### src/rtl/ram8_if.sv
// Bus bundle for the eight-word register memory: write data, write enable,
// word select and the combinational read-back word.
`timescale 1ns/1ps
interface ram8_if #(
    parameter int unsigned WIDTH  = 16,
    parameter int unsigned ADDR_W = 3
);
    logic [WIDTH-1:0]  in;
    logic              load;
    logic [ADDR_W-1:0] address;
    logic [WIDTH-1:0]  out;

    // Requester side: drives the write/select signals, receives the read word
    modport master (
        output in,
        output load,
        output address,
        input  out
    );

    // Memory side: samples the write/select signals, returns the read word
    modport slave (
        input  in,
        input  load,
        input  address,
        output out
    );
endinterface

### src/rtl/ram8.sv
// ram8: eight 16-bit registers with async active-low clear.
// Writes go through a 1-to-8 dmux tree of the load strobe; reads come back
// through an 8-to-1 mux tree, so out follows address with no clock delay and
// shows the old word during the cycle of a write.
`timescale 1ns/1ps
module ram8 (
    input  logic  clk,
    input  logic  rst_n,
    ram8_if.slave bus
);
    localparam int unsigned WIDTH  = 16;
    localparam int unsigned ADDR_W = 3;
    localparam int unsigned DEPTH  = 8;

    logic [WIDTH-1:0] word [DEPTH];

    logic [1:0]       en_l1;
    logic [3:0]       en_l2;
    logic [DEPTH-1:0] word_en;

    logic [WIDTH-1:0] rd_l1 [4];
    logic [WIDTH-1:0] rd_l2 [2];

    // Dmux tree, first level: split load on address[2]
    assign en_l1[1] = bus.load &  bus.address[2];
    assign en_l1[0] = bus.load & ~bus.address[2];

    // Dmux tree, remaining levels: split on address[1], then address[0]
    for (genvar g = 0; g < 2; g++) begin : g_dmux_l2
        assign en_l2[2*g+1] = en_l1[g] &  bus.address[1];
        assign en_l2[2*g]   = en_l1[g] & ~bus.address[1];
    end

    for (genvar g = 0; g < 4; g++) begin : g_dmux_l3
        assign word_en[2*g+1] = en_l2[g] &  bus.address[0];
        assign word_en[2*g]   = en_l2[g] & ~bus.address[0];
    end

    // Word storage: clear on reset, otherwise load only the enabled word
    always_ff @(posedge clk or negedge rst_n) begin
        if (!rst_n) begin
            for (int i = 0; i < int'(DEPTH); i++) begin
                word[ADDR_W'(i)] <= '0;
            end
        end else begin
            for (int i = 0; i < int'(DEPTH); i++) begin
                if (word_en[ADDR_W'(i)]) begin
                    word[ADDR_W'(i)] <= bus.in;
                end
            end
        end
    end

    // Mux tree, first level: pick within word pairs on address[0]
    for (genvar g = 0; g < 4; g++) begin : g_mux_l1
        assign rd_l1[g] = bus.address[0] ? word[2*g+1] : word[2*g];
    end

    // Mux tree, second level: pick within pair groups on address[1]
    for (genvar g = 0; g < 2; g++) begin : g_mux_l2
        assign rd_l2[g] = bus.address[1] ? rd_l1[2*g+1] : rd_l1[2*g];
    end

    // Mux tree root: pick the half on address[2]
    assign bus.out = bus.address[2] ? rd_l2[1] : rd_l2[0];

endmodule

### src/flat_wrapper.sv
// flat-port wrapper written by rule: the top's interface ports become plain ports
module ram8_flat 
  (clk, rst_n, bus_in, bus_load, bus_address, bus_out);
  ram8_if #(.WIDTH(16), .ADDR_W(3)) bus_i ();
  input  logic clk;
  input  logic rst_n;
  input wire logic [$bits(bus_i.in)-1:0] bus_in;
  input wire logic [$bits(bus_i.load)-1:0] bus_load;
  input wire logic [$bits(bus_i.address)-1:0] bus_address;
  output wire logic [$bits(bus_i.out)-1:0] bus_out;
  assign bus_i.in = bus_in;
  assign bus_i.load = bus_load;
  assign bus_i.address = bus_address;
  assign bus_out = bus_i.out;
  ram8 u_core (.clk(clk), .rst_n(rst_n), .bus(bus_i));
endmodule
### config.mk
export PLATFORM = sky130hd
export DESIGN_NAME = ram8_flat
export DESIGN_NICKNAME = d
export VERILOG_FILES = /design/src/rtl/ram8_if.sv /design/src/rtl/ram8.sv /design/src/flat_wrapper.sv
export SDC_FILE = /design/constraint.sdc
export NUM_CORES = 1
export LEC_CHECK = 0
export CAP_MARGIN = 10
export CORE_MARGIN = 10
export CORE_UTILIZATION = 30
export CTS_CLUSTER_DIAMETER = 60
export DETAILED_ROUTE_END_ITERATION = 16
export HOLD_SLACK_MARGIN = 0.12
export PLACE_DENSITY = 0.57
export SKIP_LAST_GASP = 1
export SLEW_MARGIN = 20
export SYNTH_ARGS = -nofsm -noshare
export SYNTH_HDL_FRONTEND = slang
export SYNTH_SLANG_ARGS = --single-unit
### constraint.sdc
create_clock -name clk -period 3.6 [get_ports clk]
set_input_delay 0.72 -clock clk [delete_from_list [all_inputs] [get_ports clk]]
set_output_delay 0.72 -clock clk [all_outputs]
set_load 0.02 [all_outputs]
# Word-level counts from Yosys, hierarchy flattened

Cells that the tools add are included.

Bits in registers: 64
Bits of input ports: 22
Output and inout bits: 16
Logic and storage cells: 21

Multiplexer cells: 7
Bitwise operators: 10

Operators by type and width:

| kind          | count |
|---|---|
| $mux W16      | 7 |
| $and A1 B1 Y1 | 7 |
| $not A1 Y1    | 3 |

# Longest topological paths before layout

Word-level depth: 4
Depth in mapped cells: 5
Gate-level depth less buffers: 2

# Worst setup path after synthesis

OpenSTA, ideal clock, no wires.

Path type: in2out
Start point: input bus_address[0]
End point: output bus_out[10]
Arrival: 1.755 ns
Data required time: 2.880 ns
Path slack: 1.125 ns
Stages on the path: 3
Cell sequence: buf_6 > buf_2 > mux4_2

Longest elaborated chain between the ends: 3
Elaborated cells between the ends (all ways): 7

RTL lines:

| element         | line               | source |
|---|---|---|
| start, declared | flat_wrapper.sv:9  | `input wire logic [$bits(bus_i.address)-1:0] bus_address;` |
| $mux W16        | ram8.sv:56         | `assign rd_l1[g] = bus.address[0] ? word[2*g+1] : word[2*g];` |
| $mux W16        | ram8.sv:61         | `assign rd_l2[g] = bus.address[1] ? rd_l1[2*g+1] : rd_l1[2*g];` |
| $mux W16 *      | ram8.sv:65         | `assign bus.out = bus.address[2] ? rd_l2[1] : rd_l2[0];` |
| end, declared   | flat_wrapper.sv:10 | `output wire logic [$bits(bus_i.out)-1:0] bus_out;` |

Every way passes the cells marked *; elsewhere a longest branch is shown, timed or not.

# Final worst setup path

Start point: input bus_address[0]
End point: output bus_out[0]

The elaborated chain is that of the path after synthesis.

==> flow_summary.json <==
{
  "outcome": "finished, final reports clean",
  "dpl_cell_area_um2": 3350,
  "cpMostUsedCell": "clkdlybuf4s50_1",
  "finalCritPeriodShare": 0.924,
  "cp-end-kind": "output port",
  "grt_max_degree": 28,
  "cp.required_ns": 2.88,
  "diodes": 0,
  "yosysTopAreaCell": "dfrtp_1",
  "largest_reg_flops": 64,
  "portBuffers": 37,
  "drive_above_1_share": 0.490,
  "max_freq_ghz": 0.301,
  "powerDensity_nw_per_um2": 604,
  "syn_nets": 180,
  "yosysWarnings": 64,
  "synth-compound-area-share": 0,
  "dp_slack_ns": 0.266,
  "syn_inst": 158,
  "vias": 1544,
  "routabilityCongestion": 0.680,
  "core_um2": 9240,
  "startpoint_type": "input port",
  "path_cells": "clkdlybuf4s50_1 > buf_12 > mux4_1 > clkdlybuf4s50_1",
  "clock_sinks": 64,
  "grt_pass1_wl_um": 9430,
  "hpwl_um": 3840,
  "yosys.area_share.simple": 0.0225,
  "rows": 35,
  "min_period_ns": 3.33,
  "setup_viol": 0,
  "ys_types": 11,
  "firstDrtPassIters": 3,
  "synth.area.top_cells": "dfrtp_1, mux2_2, mux4_2, mux4_1, buf_6",
  "synth_top_family_by_area": "multiplexers",
  "cts_tree": "yes",
  "fin_worst_skew_ns": 0,
  "synthAdderAreaFrac": 0,
  "cts-root-buf": "clkbuf_8",
  "cts_buffer_depth": 2,
  "vdd_drop_max_uv": 337,
  "slew_headroom": 0.563,
  "postLayoutSetupSlackWorst_ns": 0.273,
  "critPathMaxStageDelay_ns": 0.59,
  "syn_avg_cell_area_um2": 18.0,
  "largest-register": "u_core.word",
  "largestRegisters": "u_core.word (64)",
  "path_max_fanout": 20,
  "die_w_um": 117,
  "yosys.area.top_type_share": 0.564,
  "fin_tns_setup_ns": 0,
  "routed_wl_um": 5880,
  "slew_violations": 0,
  "wl_per_cell_um": 17.6,
  "start_util": 0.307,
  "ys_seq_elements": 64,
  "worstMarginPinSlew_ns": 0.654,
  "stdcell_area_um2": 3600,
  "max-cap-violations": 0,
  "grt_antenna_before_repair": 0,
  "synth_xor_area_frac": 0,
  "rsz0062_at_grt": "no",
  "cts-resized-gates": 0,
  "first_global_vias": 1739,
  "dieArea_um2": 13700,
  "final_cell_mix": "mux2_2, dfrtp_1, clkdlybuf4s50_1",
  "cp_slowest_cell": "mux4_1",
  "drt_iter0_drc": 37,
  "hold_viol": 0,
  "cts_made_buffers": 9,
  "grt_remaining_overflow": 0,
  "clk_pin_slew_ns": 0.07,
  "antenna_left": 0,
  "track_usage": 0.0932,
  "io_pins": 38,
  "dieHeight_um": 117,
  "timing.hold.ws_ns": 0.395,
  "drc": 0,
  "cp.arrival_ns": 2.61,
  "postCtsHoldBufs": 0,
  "synthMuxAreaShare": 0.388,
  "clkLatencyLatePin_ns": 0.34,
  "h-tree-depth": 3,
  "p_leak_nw": 1.47,
  "critical_path_class": "in2out",
  "synth_area_um2": 2840,
  "cts_setup_buffers": 0,
  "hold_class": "in2async",
  "ys_seq_area_frac": 0.564,
  "area_growth_pct": 26.8,
  "viasPerCell": 4.61,
  "fillers": 882,
  "fin_nets": 223
}
[synthesized netlist by cell type]
cell and n:
mux4_2 11, dfrtp_1 64, nor4b_4 1, clkbuf_1 1, nand4b_2 1, mux4_1 5, buf_4 2, buf_2 4
buf_6 3, mux2_2 64, and4bb_2 2
[critical path: cells and delay by family]
kind | cells | cell delay, ns
buffers and inverters | 3 | 1.29
multiplexers | 1 | 0.59
[through the flow]
step | std cells | total power [mW] | utilization
2_1_floorplan | 158 | 1.25 | -
3_3_place_gp | 319 | 1.44 | 0.363
3_5_place_dp | 319 | 1.45 | 0.363
4_1_cts | 335 | 2.21 | 0.389
5_1_grt | 335 | 2.28 | 0.389
6_report | 335 | 2.17 | 0.389
[final timing paths]
check / slack (ns) / end / cells after the start / from
max: 0.27 / bus_out[0] / 4 / bus_address[0]
min reg2reg: 0.50 / u_core.word[96] / 1 / u_core.word[96]
max in group asynchronous: 2.50 / u_core.word[120] / 2 / rst_n
min: 0.39 / u_core.word[71] / 1 / rst_n
min in group clk: 0.50 / u_core.word[96] / 1 / u_core.word[96]
max reg2reg: 2.83 / u_core.word[65] / 1 / u_core.word[65]
[cell type report]
class / count / area [µm²] / area share
Sequential cell: 64 / 1600 / 0.445
Multi-Input combinational cell: 84 / 1160 / 0.323
Clock inverter: 7 / 120 / 0.0334
Timing Repair Buffer: 42 / 428 / 0.119
Tap cell: 129 / 161 / 0.0449
Clock buffer: 9 / 124 / 0.0344
[cell families (layout without fill, tap and decap cells)]
family | count (synthesis) | after routing
buffers and inverters | 10 | 58
DFF | 64 | 64
muxes | 80 | 80
and+or+nand+nor | 4 | 4
[where the power goes]
group | internal, mW | leakage (nW) | switching (mW)
registers | 0.877 | 0.768 | 0.0729
logic | 0.295 | 0.581 | 0.183
clock network | 0.461 | 0.119 | 0.285
[per-layer routing]
layer	track usage	share of wire
met1	0.110	0.45
met2	0.142	0.47
met3	0.0489	0.066
met4	0.0321	0.011
met5	0	0
Note: power is estimated with default switching activity, not from simulation.
